## src/rtl/ppu_bg_pipeline.sv

```systemverilog
// Background tile fetcher and pixel FIFO for PPU draw mode: scroll-aware map/tile
// fetches, 8-pixel FIFO pushes, fine-scroll discard and BGP palette mapping.
module ppu_bg_pipeline #(
  parameter int FIFO_DEPTH = 16,
  parameter int SCREEN_W   = 160,
  parameter int MEM_LAT    = 1
) (
  input  logic        clk,
  input  logic        rst,
  input  logic        line_start,
  input  logic [7:0]  ly,
  input  logic [7:0]  scx,
  input  logic [7:0]  scy,
  input  logic        bg_map_sel,
  input  logic        tile_data_sel,
  input  logic [7:0]  bgp,
  output logic        vram_rd,
  output logic [15:0] vram_addr,
  input  logic [7:0]  vram_data,
  output logic [1:0]  px_out,
  output logic        px_valid,
  output logic        busy,
  output logic        line_done
);
  localparam int PW = $clog2(FIFO_DEPTH);
  localparam int CW = PW + 1;
  localparam int EW = $clog2(SCREEN_W + 1);

  typedef enum logic [2:0] {S_IDLE, S_MAP, S_LO, S_HI, S_PUSH} state_t;
  state_t state, state_nxt;

  logic [1:0]    wcnt;
  logic [7:0]    y_r;
  logic [2:0]    fine_r;
  logic [4:0]    col0_r, fetch_idx, col;
  logic          map_sel_r, data_sel_r;
  logic [7:0]    tile_no, lo_r, hi_r;
  logic [1:0]    fifo [FIFO_DEPTH];
  logic [PW-1:0] wr_ptr, rd_ptr;
  logic [CW-1:0] count, free;
  logic [2:0]    disc_cnt;
  logic [EW-1:0] emit_cnt;

  logic          rd_state, rd_last, push_ok, push, pop, discard, end_line;
  logic [15:0]   map_addr, tile_base, row_addr;
  logic [1:0]    pop_idx;

  assign rd_state = (state == S_MAP) || (state == S_LO) || (state == S_HI);
  assign vram_rd  = rd_state && (wcnt == 2'd0);
  assign rd_last  = rd_state && (wcnt == 2'(MEM_LAT));
  // Free space uses the pre-pop count; a same-cycle pop is deliberately not credited.
  assign free     = CW'(FIFO_DEPTH) - count;
  assign end_line = px_valid && (emit_cnt == EW'(SCREEN_W));
  assign push_ok  = (state == S_PUSH) && (free >= CW'(8));
  assign push     = push_ok && !line_start && !end_line;
  assign pop      = busy && (count != '0) && (emit_cnt < EW'(SCREEN_W)) && !line_start;
  assign discard  = disc_cnt < fine_r;
  assign pop_idx  = fifo[rd_ptr];

  assign col       = col0_r + fetch_idx;
  assign map_addr  = (map_sel_r ? 16'h9C00 : 16'h9800) + {6'b0, y_r[7:3], 5'b0} + {11'b0, col};
  assign tile_base = data_sel_r ? 16'h8000 + {4'b0, tile_no, 4'b0}
                                : 16'h9000 + {{4{tile_no[7]}}, tile_no, 4'b0};
  assign row_addr  = tile_base + {12'b0, y_r[2:0], 1'b0};

  always_comb begin
    vram_addr = '0;
    if (vram_rd) begin
      case (state)
        S_MAP:   vram_addr = map_addr;
        S_LO:    vram_addr = row_addr;
        S_HI:    vram_addr = row_addr + 16'd1;
        default: vram_addr = '0;
      endcase
    end
  end

  always_comb begin
    state_nxt = state;
    case (state)
      S_MAP:   if (rd_last) state_nxt = S_LO;
      S_LO:    if (rd_last) state_nxt = S_HI;
      S_HI:    if (rd_last) state_nxt = S_PUSH;
      S_PUSH:  if (push_ok) state_nxt = S_MAP;
      default: state_nxt = state;
    endcase
    if (end_line)   state_nxt = S_IDLE;
    if (line_start) state_nxt = S_MAP;
  end

  always_ff @(posedge clk) begin
    if (push) begin
      for (int unsigned i = 0; i < 8; i++)
        fifo[wr_ptr + PW'(i)] <= {hi_r[3'(7 - i)], lo_r[3'(7 - i)]};
    end
  end

  always_ff @(posedge clk or posedge rst) begin
    if (rst) begin
      state      <= S_IDLE;
      wcnt       <= '0;
      y_r        <= '0;
      fine_r     <= '0;
      col0_r     <= '0;
      map_sel_r  <= 1'b0;
      data_sel_r <= 1'b0;
      fetch_idx  <= '0;
      tile_no    <= '0;
      lo_r       <= '0;
      hi_r       <= '0;
      wr_ptr     <= '0;
      rd_ptr     <= '0;
      count      <= '0;
      disc_cnt   <= '0;
      emit_cnt   <= '0;
      px_out     <= '0;
      px_valid   <= 1'b0;
      busy       <= 1'b0;
      line_done  <= 1'b0;
    end else begin
      state <= state_nxt;
      wcnt  <= (line_start || end_line || !rd_state || rd_last) ? 2'd0 : wcnt + 2'd1;
      if (line_start) begin
        y_r        <= ly + scy;
        fine_r     <= scx[2:0];
        col0_r     <= scx[7:3];
        map_sel_r  <= bg_map_sel;
        data_sel_r <= tile_data_sel;
        fetch_idx  <= '0;
        wr_ptr     <= '0;
        rd_ptr     <= '0;
        count      <= '0;
        disc_cnt   <= '0;
        emit_cnt   <= '0;
        px_valid   <= 1'b0;
        busy       <= 1'b1;
        line_done  <= 1'b0;
      end else if (end_line) begin
        wr_ptr    <= '0;
        rd_ptr    <= '0;
        count     <= '0;
        px_valid  <= 1'b0;
        busy      <= 1'b0;
        line_done <= 1'b1;
      end else begin
        line_done <= 1'b0;
        if (rd_last) begin
          case (state)
            S_MAP:   tile_no <= vram_data;
            S_LO:    lo_r    <= vram_data;
            default: hi_r    <= vram_data;
          endcase
        end
        if (push) begin
          wr_ptr    <= wr_ptr + PW'(8);
          fetch_idx <= fetch_idx + 5'd1;
        end
        px_valid <= 1'b0;
        if (pop) begin
          rd_ptr <= rd_ptr + PW'(1);
          if (discard) begin
            disc_cnt <= disc_cnt + 3'd1;
          end else begin
            px_out   <= bgp[{pop_idx, 1'b1} -: 2];
            px_valid <= 1'b1;
            emit_cnt <= emit_cnt + EW'(1);
          end
        end
        count <= count + (push ? CW'(8) : CW'(0)) - (pop ? CW'(1) : CW'(0));
      end
    end
  end
endmodule

```

## config.mk

```make
export PLATFORM = sky130hd
export DESIGN_NAME = ppu_bg_pipeline
export DESIGN_NICKNAME = d
export VERILOG_FILES = /design/src/rtl/ppu_bg_pipeline.sv
export SDC_FILE = /design/constraint.sdc
export NUM_CORES = 1
export LEC_CHECK = 0
export BUFFER_PORTS_ARGS = -buffer_cell sky130_fd_sc_hd__buf_4
export CAP_MARGIN = 20
export CORE_MARGIN = 2
export CORE_UTILIZATION = 25
export DETAILED_ROUTE_END_ITERATION = 12
export GPL_TIMING_DRIVEN = 0
export PLACE_DENSITY = 0.42
export SETUP_SLACK_MARGIN = 0.3
export SYNTH_ARGS = -nofsm -noshare
export SYNTH_HDL_FRONTEND = slang
export SYNTH_SLANG_ARGS = --single-unit
```

## constraint.sdc

```tcl
create_clock -name clk -period 3.48 [get_ports clk]
set_input_delay 1.044 -clock clk [delete_from_list [all_inputs] [get_ports clk]]
set_output_delay 1.044 -clock clk [all_outputs]
set_load 0.005 [all_outputs]
```

Word-level counts from Yosys, hierarchy flattened
Memory sizes are Yosys's and may differ from the RTL's.
Cells that the tools add are included.
{"block": "totals", "ff_bits": 81, "mem_bits_rw": 32, "word_cells": 143, "n_memories": 1}
{"block": "classes", "n_addsub": 24, "order_cmp": 3, "eq_ne": 12, "shifts": 1, "muxes": 43, "n_bitwise": 4, "n_reduce_logical": 35}
{"name": "fifo", "depth": 16, "word_bits": 2, "rd": 1, "rd_clocked_by_memory_dff": 0, "write_ports": 8, "line_no": "38", "text": "logic [1:0] fifo [FIFO_DEPTH];"}
{"operator": "$pmux 16 s3", "count": 1}
{"operator": "$mux 16", "count": 2}
{"operator": "$mux 8", "count": 4}
{"operator": "$mux 3", "count": 10}
{"operator": "$mux 4", "count": 7}
{"operator": "$mux 5", "count": 5}
{"operator": "$add 16x1->16 const B", "count": 1}
{"operator": "$add 16x10->16", "count": 1}
{"operator": "$add 16x12->16 const A", "count": 1}
{"operator": "$add 16x16->16 const A", "count": 1}
{"operator": "$add 16x4->16", "count": 1}
{"operator": "$add 16x5->16", "count": 1}
{"operator": "$add 4x3->4 const B", "count": 4}
{"operator": "$ne 4x4->1 const B", "count": 4}
{"operator": "$reduce_and 4->1", "count": 4}
{"operator": "$pmux 3 s4", "count": 1}
{"operator": "$mux 1", "count": 11}
{"operator": "$mux 11", "count": 1}
{"operator": "$logic_and 1x1->1", "count": 9}
{"operator": "$shiftx 9x4->2", "count": 1}
{"operator": "$add 4x1->4 const B", "count": 2}
{"operator": "$add 4x2->4 const B", "count": 2}
{"operator": "$add 8x1->8 const B", "count": 1}
{"operator": "$add 8x8->8", "count": 1}
{"operator": "other kinds (30)", "count": 46}

Longest topological paths before layout
Gate-level depths: netlist (run 1).
{"block": "logic_depth", "word_depth": 10, "mapped_depth": 13}

Least setup slack after synthesis (run 1)
OpenSTA, ideal clock, no wires.
{"block": "synth_timing", "kind": "input port to flip-flop", "startpoint": "input port line_start", "endpoint": "register count[3]", "setup_time_ns": 0.132, "arrival_time_ns": 3.003, "path_slack_ns": 0.345, "cell_stages": 11, "n_path_buf": 3, "path_cell_list": "clkbuf_1 -> buf_1 -> clkbuf_1 -> nor2_1 -> ha_1 -> inv_1 -> ha_1 -> inv_1 -> fa_1 -> xor2_1 -> nor2_1"}
{"block": "synth_between", "elab_chain_len": 8, "elab_cells_between_ends": 10, "cone_classes": "add/sub: 2; mux: 4; reduce/logical: 4"}
{"element": "from (decl)", "line_no": "10", "text": "input logic line_start,"}
{"element": "$logic_not 1->1", "line_no": "55, 56"}
{"element": "$logic_and 1x1->1 (2 in series)", "line_no": "55", "text": "assign push = push_ok && !line_start && !end_line;"}
{"element": "$mux 4", "line_no": "169", "text": "count <= count + (push ? CW'(8) : CW'(0)) - (pop ? CW'(1) : CW'(0));"}
{"element": "$add 5x4->5", "line_no": "169"}
{"element": "$sub 5x1->5", "line_no": "169"}
{"element": "$mux 5", "line_no": "138", "text": "end else if (end_line) begin"}
{"element": "$mux 5 *", "line_no": "123", "text": "if (line_start) begin"}
{"element": "to (signal assigned)", "line_no": "169"}
{"element": "to (decl)", "line_no": "40", "text": "logic [CW-1:0] count, free;"}
Every way passes the cells marked *; elsewhere a longest branch is shown, timed or not.
A chain may end at the register's enable or synchronous reset.

Final worst setup path (run 1)
{"block": "layout_timing", "startpoint": "register fetch_idx[0]", "endpoint": "output port vram_addr[4]"}
{"block": "layout_between", "elab_chain_len": 4}
{"element": "from (decl)", "line_no": "35", "text": "logic [4:0] col0_r, fetch_idx, col;"}
{"element": "from (signal assigned)", "line_no": "156", "text": "fetch_idx <= fetch_idx + 5'd1;"}
{"element": "$add 5x5->5", "line_no": "60", "text": "assign col = col0_r + fetch_idx;"}
{"element": "$add 16x5->16", "line_no": "61", "text": "assign map_addr = (map_sel_r ? 16'h9C00 : 16'h9800) + {6'b0, y_r[7:3], 5'b0} + {11'b0, col};"}
{"element": "$pmux 16 s3", "line_no": "69", "text": "case (state)"}
{"element": "$mux 16", "line_no": "68", "text": "if (vram_rd) begin"}
{"element": "to (decl)", "line_no": "18", "text": "output logic [15:0] vram_addr,"}
Every way passes these cells.

==> impl_summary.txt, run 1 <==
----------------------------------------------------
[Timing]
  Tmin final ... 3.11 ns
  Setup ws final ... 0.366 ns
  Setup violation total in the final timing report ... 0
  Max Clk Rate ... 0.321 GHz
  Largest clock skew in the final design ... 0.0124 ns
  Headroom to the max-slew limit ... 56.0%
  Fin. max-slew vios ... 0
  Slew of the pin with the lowest slew margin ... 0.655 ns
  Hold violation total from the final report ... 0
  Period utilisation layout ... 89.5%
  RSZ-0062 raised after global routing ... yes

[Power]
  Power per cell area ... 633 nW/um^2
  Max IR drop VDD ... 0.248 mV
  Design Power ... 0.00440 W
  Total leakage power ... approximately 3.2 nW

[Global routing]
  Vias in the first global route ... 4141
  Maximum number of pins on one net before global-route repair ... 62
  GRT Util Overall ... 11.7%
  Wire length of the first global-routing pass ... approximately 22000 um
  Initial antenna violation count ... 0
  Overflow left after global routing ... 0

[Die]
  Die outline height ... 156 um
  Starting utilization of the core area ... approximately 25%
  Number of rows in the core area ... 55
  DIE AREA ... 24200 um^2
  Horizontal extent of the die ... between 150 and 200 um
  Number of top-level pins ... 67
  Total core area ... 22600 um^2

[Placement]
  Input/output buffers ... 64
  Placer's final routability congestion estimate ... 0.801
  Placement-stage worst setup slack ... -0.648 ns
  Placed Instances ... 878
  DP HPWL ... 10200 um

[Critical path]
  Delay of the slowest cell on the worst path ... 0.41 ns
  Required time at the worst-slack endpoint ... 2.44 ns
  Startpoint types ... flip-flop
  List of cells traversed by the critical path ... ha_2 > fa_2 > a21o_1 > a21oi_2 > xnor2_1 > a22oi_1 > nor2_1 > buf_4
  Worst Path Max Fanout ... 2
  Crit. End Element ... output pin
  Top cell family by delay on the critical path ... adder cells
  Class of the most critical setup path ... reg -> out
  Data arrival time of the critical path ... 2.07 ns
  Number of buffer and inverter stages on the critical path ... 1
  Cell with the largest stage delay on the worst path ... sky130_fd_sc_hd__dfrtp_1

[Detailed routing]
  Remaining antenna violation count ... 0
  Wirelength, routed ... 13400 um
  Vias ... 3998
  Routed length per placed instance ... ~15 um
  Pre-Repair DR Iteration Count ... 4
  DRC errors left ... 0
  Drt initial violations ... between 200 and 250
  Routed via count divided by cell count ... ~4.5

[Yosys]
  Sequential cell area fraction in the yosys report ... between 50% and 60%
  Gate Count Post-Synth ... 527
  Top area cells in the synthesized netlist ... sky130_fd_sc_hd__dfrtp_1, sky130_fd_sc_hd__edfxtp_1, sky130_fd_sc_hd__mux2_2
  Warning count from the yosys run ... 0
  Post-synth top cells ... sky130_fd_sc_hd__nand2_1, sky130_fd_sc_hd__dfrtp_1, sky130_fd_sc_hd__nor2_1
  Cell accounting for the most synthesized area ... sky130_fd_sc_hd__dfrtp_1
  Mean instance size in the synthesized netlist ... ~11 um^2
  Netlist Area Pre-Place ... 5750 um^2
  Ys async rst share ... 70.9%
  Count of flip-flops with a built-in enable after synthesis ... 32
  Library cells used by synthesis ... 56
  Number of storage elements in the synthesis netlist ... 110
  Dominant synthesized flop cell ... sky130_fd_sc_hd__dfrtp_1
  Proportion of netlist area held by the largest area contributor ... 34.0%
  Most common cell in the synthesized netlist ... sky130_fd_sc_hd__nand2_1

[Finish]
  Final #Nets ... 681
  Area added between synthesis and finish ... 21.0%
  Final Instance Count excl. Fillers ... about 900
  Final core occ ... 30.8%
  Antenna Diode Count ... 0
  Layout cells sized above 1 ... 24.4%
  Filler cell count in the final layout ... ~2300

[Clock tree]
  TritonCTS clock tree ... yes
  Total CTS buffers ... 9
  Clock transition at the register clock pins on the worst setup and hold paths after CTS ... about 0.080 ns
  Worst-case clock buffer depth ... 2
  Number of levels in the clock H-tree ... 3
  Clk sinks ... 110
  Clock root buffer ... sky130_fd_sc_hd__clkbuf_16
  Insertion delay of the later-clocked pin in the worst-skew pair ... 0.35 ns

[Flow run]
  Max Cap Viol ... 0

[Hold path]
  Type of the most critical hold path ... reg -> reg

[Status]
  Outcome ... finished, final reports clean

----------------------------------------------------
-- sequential cells by signal, summed over array words and instances (netlist names), 2 cells and up --
name	count
fine_r	3
col0_r	5
hi_r	8
fetch_idx	5
emit_cnt	8
wcnt	2
fifo	32
disc_cnt	3
lo_r	8
px_out	2
tile_no	8
y_r	8
count	5
rd_ptr	4
state	3
-- cell usage in the layout (no fill, tap or decap), types with 2 or more instances in the layout --
master	count
sky130_fd_sc_hd__mux4_1	7
sky130_fd_sc_hd__a211oi_2	2
sky130_fd_sc_hd__buf_6	2
sky130_fd_sc_hd__buf_4	68
sky130_fd_sc_hd__nor4_1	2
sky130_fd_sc_hd__mux2_2	38
sky130_fd_sc_hd__nand3_1	6
sky130_fd_sc_hd__nor4b_1	2
sky130_fd_sc_hd__nor2b_1	6
sky130_fd_sc_hd__clkinv_4	3
sky130_fd_sc_hd__fa_1	2
sky130_fd_sc_hd__conb_1	2
sky130_fd_sc_hd__o21ai_2	2
sky130_fd_sc_hd__xor2_1	11
sky130_fd_sc_hd__nor2_1	61
sky130_fd_sc_hd__clkbuf_16	10
sky130_fd_sc_hd__a21o_1	5
sky130_fd_sc_hd__nand4_1	4
sky130_fd_sc_hd__inv_1	27
sky130_fd_sc_hd__a22oi_1	4
sky130_fd_sc_hd__mux2i_1	7
sky130_fd_sc_hd__o21ai_0	11
sky130_fd_sc_hd__clkbuf_1	14
sky130_fd_sc_hd__clkbuf_2	3
sky130_fd_sc_hd__a21oi_1	23
sky130_fd_sc_hd__o31ai_1	2
sky130_fd_sc_hd__edfxtp_1	32
sky130_fd_sc_hd__nand2_1	88
sky130_fd_sc_hd__xnor2_1	18
sky130_fd_sc_hd__dfrtp_1	78
sky130_fd_sc_hd__ha_1	26
sky130_fd_sc_hd__o21a_1	2
sky130_fd_sc_hd__o41ai_1	2
sky130_fd_sc_hd__and3_1	2
sky130_fd_sc_hd__buf_2	3
sky130_fd_sc_hd__nor3_1	4
-- per-stage QoR --
step	TNS, ns	instance area, um^2	hold WS (ns)
after floorplan	0	5750	0.429
after global placement	-54.53	6590	0.444
after detailed placement	-1.93	6620	0.450
after CTS	0	6950	0.461
after global routing	0	6950	0.480
final	0	6950	0.459
-- what timing repair did --
item,in CTS,in global routing
buffers inserted,2,0
resized for setup,7,3
endpoints found under the setup margin,6,3
hold buffers,0,0
pin swaps,2,1
-- final timing paths --
check / from / endpoint / slack [ns] / cells past startpoint
min in group asynchronous: rst / fine_r[1]$_DFFE_PP0P_ / 0.63 / 2
hold / removal: wcnt[0]$_DFF_PP0_ / wcnt[0]$_DFF_PP0_ / 0.46 / 1
setup / recovery: fetch_idx[0]$_DFFE_PP0P_ / vram_addr[4] / 0.37 / 8
setup reg to reg: state[1]$_DFFE_PP0P_ / count[4]$_DFF_PP0_ / 0.62 / 12
max in group asynchronous: rst / lo_r[1]$_DFFE_PP0P_ / 2.25 / 3
hold reg to reg: wcnt[0]$_DFF_PP0_ / wcnt[0]$_DFF_PP0_ / 0.46 / 1
-- area by class of cell --
type                    instances  area (um^2)  share of cell area, %
flip-flops and latches        110         2910                   41.9
multi-input cells             363         2610                   37.5
repair buffers                 67          523                   7.52
well taps                     285          357                   5.13
clock buffers                  10          250                   3.60
plain buffers                  26          141                   2.03
inverters                      29          111                   1.60
clock inverters                 6         51.3                  0.738
-- layer usage --
| layer | vias to the layer above | GRT usage [%] | share of wire [%] |
|---|---|---|---|
| li1 | 1957 | - | - |
| met1 | 1951 | 15.4 | 48 |
| met2 | 79 | 19.1 | 47 |
| met3 | 11 | 2.64 | 3.7 |
| met4 | 0 | 3.89 | 1.6 |
| met5 | - | 0 | 0 |
-- where the power goes --
part | leakage [nW] | internal, W | switching, W
clock | 0.150 | 0.000540 | 0.000497
combinational | 1.74 | 0.000735 | 0.000781
sequential | 1.30 | 0.00162 | 0.000226
-- kinds of logic after synthesis --
group | after synthesis | synth area share (%)
AND/OR/NAND/NOR | 188 | 14.6
flip-flops | 110 | 50.7
AO/OA/AOI/OAI | 60 | 6.58
buffers and inverters | 55 | 4.22
multiplexers | 54 | 12.5
adder cells (fa/ha/maj) | 30 | 6.93
XOR/XNOR | 29 | 4.42
other | 1 | 0.0653
-- worst reg2reg max path, cell delays in order (launching register included) --
cell and delay [ns]:
sky130_fd_sc_hd__dfrtp_1 0.36, sky130_fd_sc_hd__clkbuf_1 0.19, sky130_fd_sc_hd__nor2_1 0.38, sky130_fd_sc_hd__nand2_1 0.16
sky130_fd_sc_hd__a211oi_2 0.28, sky130_fd_sc_hd__buf_2 0.25, sky130_fd_sc_hd__inv_1 0.12, sky130_fd_sc_hd__ha_1 0.28
sky130_fd_sc_hd__inv_1 0.04, sky130_fd_sc_hd__ha_1 0.30, sky130_fd_sc_hd__a21oi_1 0.18, sky130_fd_sc_hd__xnor2_1 0.13
sky130_fd_sc_hd__nor2_1 0.05
Note: power is estimated with default switching activity, not from simulation.
==> run 2: changes to the inputs <==
- RECOVER_POWER: default -> 50
==> run 2 against run 1 <==
Effect of this change:
- the flow now finishes with violations (max-capacitance violations, max-slew violations)
- worst setup slack better by 0.0062 ns
- sequential power is essentially flat
- register-to-register slack is essentially flat
- flip-flop and latch count stayed put
- sequential share of layout area rose by 0.24 points
- first-iteration DRC count rose by 1.2%
- largest cell class unchanged
- power decreased by 0.26%
- critical path type unchanged
- highest routed layer unchanged
- critical path depth stayed put
- cell area shrank 0.56%
- via count fell by 0.20%
- combinational power hardly changed
==> impl_summary.txt, run 2 (synthesis gave the netlist of run 1 again) <==
----------------------------------------------------
[Detailed routing]
  Routed via count divided by cell count ... 4.45 (-0.20%)
  Vias ... 3990 (-0.20%)
  Wirelength, routed ... 13400 um (+0.16%)
  DRC errors left ... 0 (unchanged)
  Remaining antenna violation count ... 0 (unchanged)
  Pre-Repair DR Iteration Count ... 6 (+2)
  Drt initial violations ... 250 (+1.2%)
  Routed length per placed instance ... 14.9 um (+0.16%)

[Power]
  Max IR drop VDD ... 0.248 mV (about the same)
  Total leakage power ... 3.16 nW (-0.88%)
  Power per cell area ... 635 nW/um^2 (+0.30%)

[Global routing]
  Wire length of the first global-routing pass ... 22000 um (unchanged)
  GRT Util Overall ... 11.7% (unchanged)
  Vias in the first global route ... 4141 (unchanged)
  Overflow left after global routing ... 0 (unchanged)
  Maximum number of pins on one net before global-route repair ... 62 (unchanged)
  Initial antenna violation count ... 0 (unchanged)

[Critical path]
  Delay of the slowest cell on the worst path ... 0.41 ns (about the same)
  Startpoint types ... flip-flop
  Number of gates on the worst path with buffers counted ... 8 (unchanged)
  Number of buffer and inverter stages on the critical path ... 1 (unchanged)
  Beginning of the critical path ... fetch_idx[0]$_DFFE_PP0P_
  Worst reg2reg path depth ... 12 (unchanged)
  Class of the most critical setup path ... reg -> out
  RR Endpoint ... count[4]$_DFF_PP0_
  Crit. End Element ... output pin
  Worst Path Max Fanout ... 2 (unchanged)
  Cell with the largest stage delay on the worst path ... sky130_fd_sc_hd__dfrtp_1
  Setup slack on the worst flop-to-flop path ... 0.63 ns (about the same)
  Top cell family by delay on the critical path ... adder cells
  List of cells traversed by the critical path ... ha_2 > fa_2 > a21o_1 > a21oi_2 > xnor2_1 > a22oi_1 > nor2_1 > buf_4
  Reg-to-reg startpoint ... state[1]$_DFFE_PP0P_
  Data arrival time of the critical path ... 2.06 ns (about the same)
  Required time at the worst-slack endpoint ... 2.44 ns (about the same)
  Critical Path End ... vram_addr[4]

[Timing]
  Post-Route Hold Slack ... 0.458 ns (-0.000724 ns)
  RSZ-0062 raised after global routing ... yes
  Headroom to the max-slew limit ... -3.76% (-60 points)
  Fin. max-slew vios ... 62 (+62)
  Period utilisation layout ... 89.3% (-0.18 points)
  Slew of the pin with the lowest slew margin ... 1.56 ns (+0.902 ns)
  Largest clock skew in the final design ... 0.0130 ns (+0.000664 ns)
  Hold violation total from the final report ... 0 (unchanged)
  Max Clk Rate ... 0.322 GHz (+0.20%)
  Setup violation total in the final timing report ... 0 (unchanged)
  Tmin final ... 3.11 ns (-0.00622 ns)

[Die]
  DIE AREA ... 24200 um^2 (unchanged)
  Horizontal extent of the die ... 156 um (unchanged)
  Starting utilization of the core area ... 25.5% (unchanged)
  Number of rows in the core area ... 55 (unchanged)
  Number of top-level pins ... 67 (unchanged)
  Total core area ... 22600 um^2 (unchanged)
  Die outline height ... 156 um (unchanged)

[Finish]
  Top reg by flops ... fifo
  Largest register FFs ... 32 (unchanged)
  Area added between synthesis and finish ... 20.3%
  Commonest cells after routing, fill and taps aside ... sky130_fd_sc_hd__nand2_1, sky130_fd_sc_hd__dfrtp_1, sky130_fd_sc_hd__nor2_1
  Antenna Diode Count ... 0 (unchanged)
  Layout cells sized above 1 ... 23.7% (-0.65 points)
  Final Instance Count excl. Fillers ... 896 (unchanged)
  Leading cell type in the layout, fill and taps excluded ... sky130_fd_sc_hd__nand2_1
  Final #Nets ... 681 (unchanged)
  Final core occ ... 30.6% (-0.17 points)

[Hold path]
  Type of the most critical hold path ... reg -> reg

[Clock tree]
  Clk sinks ... 110 (unchanged)
  Clock transition at the register clock pins on the worst setup and hold paths after CTS ... 0.08 ns (about the same)
  TritonCTS clock tree ... yes
  Insertion delay of the later-clocked pin in the worst-skew pair ... 0.35 ns (about the same)
  Worst-case clock buffer depth ... 2 (unchanged)
  Clock root buffer ... sky130_fd_sc_hd__clkbuf_16
  Total CTS buffers ... 9 (unchanged)
  Number of levels in the clock H-tree ... 3 (unchanged)

[Status]
  Failing checks ... max-capacitance violations, max-slew violations
  Outcome ... complete, but fails checks

[Placement]
  Placed Instances ... 878 (unchanged)
  Input/output buffers ... 64 (unchanged)
  Placer's final routability congestion estimate ... 0.801 (unchanged)
  DP HPWL ... 10200 um (unchanged)

[Flow run]
  Max Cap Viol ... 1 (+1)

----------------------------------------------------
==> run 2: through the flow <==
step	setup TNS, ns	power, W	setup WS [ns]	area [um^2]
5_1_grt	0	0.00472	0.223	6910
2_1_floorplan	0	0.00285	0.345	5750
3_5_place_dp	-1.93	0.00340	-0.648	6620
4_1_cts	0	0.00447	0.315	6950
6_report	0	0.00439	0.372	6910
3_3_place_gp	-54.53	0.00337	-0.685	6590
==> run 2: metal layers <==
metal	part of all wire [%]	track usage, %	up-vias
met1	48	15.4	1947
li1	-	-	1956
met2	47	19.1	76
met3	3.5	2.64	11
met4	1.6	3.89	0
met5	0	0	-
==> run 2: how the worst min path moves through the flow <==
stage                      startpoint                 to  depth (start not counted)
floorplan           wcnt[0]$_DFF_PP0_  wcnt[0]$_DFF_PP0_                          1
global placement    wcnt[0]$_DFF_PP0_  wcnt[0]$_DFF_PP0_                          1
detailed placement  wcnt[0]$_DFF_PP0_  wcnt[0]$_DFF_PP0_                          1
CTS                 wcnt[0]$_DFF_PP0_  wcnt[0]$_DFF_PP0_                          1
global route        wcnt[0]$_DFF_PP0_  wcnt[0]$_DFF_PP0_                          1
finish              wcnt[0]$_DFF_PP0_  wcnt[0]$_DFF_PP0_                          1
==> run 2: timing repair <==
item                                    CTS  global route
hold buffers                              0             0
setup buffers                             2             0
gates cloned                              0             0
endpoints found under the setup margin    6             3
resized for setup                         7             3
pin swaps                                 2             1
==> run 2: cell type report <==
type	instances	area [um^2]
clock inverter	6	51.3
buffer	26	141
clock buffer	10	250
tap	285	357
fill	2337	15700
timing repair buffer	67	485
multi-input combinational	363	2610
inverter	29	110
sequential	110	2910
==> run 2: worst register-to-register path: stages, from the launching register on <==
cell and delay (ns):
sky130_fd_sc_hd__dfrtp_1 0.36, sky130_fd_sc_hd__clkbuf_1 0.19, sky130_fd_sc_hd__nor2_1 0.37, sky130_fd_sc_hd__nand2_1 0.16, sky130_fd_sc_hd__a211oi_2 0.28, sky130_fd_sc_hd__buf_2 0.25
sky130_fd_sc_hd__inv_1 0.12, sky130_fd_sc_hd__ha_1 0.28, sky130_fd_sc_hd__inv_1 0.04, sky130_fd_sc_hd__ha_1 0.30, sky130_fd_sc_hd__a21oi_1 0.18, sky130_fd_sc_hd__xnor2_1 0.13
sky130_fd_sc_hd__nor2_1 0.05
==> run 2: power by group <==
group	internal, W	total (W)	switching (W)	leakage [nW]
logic	0.000722	0.00150	0.000782	1.71
registers	0.00162	0.00184	0.000225	1.30
clock network	0.000540	0.00104	0.000499	0.150
total	0.00288	0.00439	0.00151	3.16
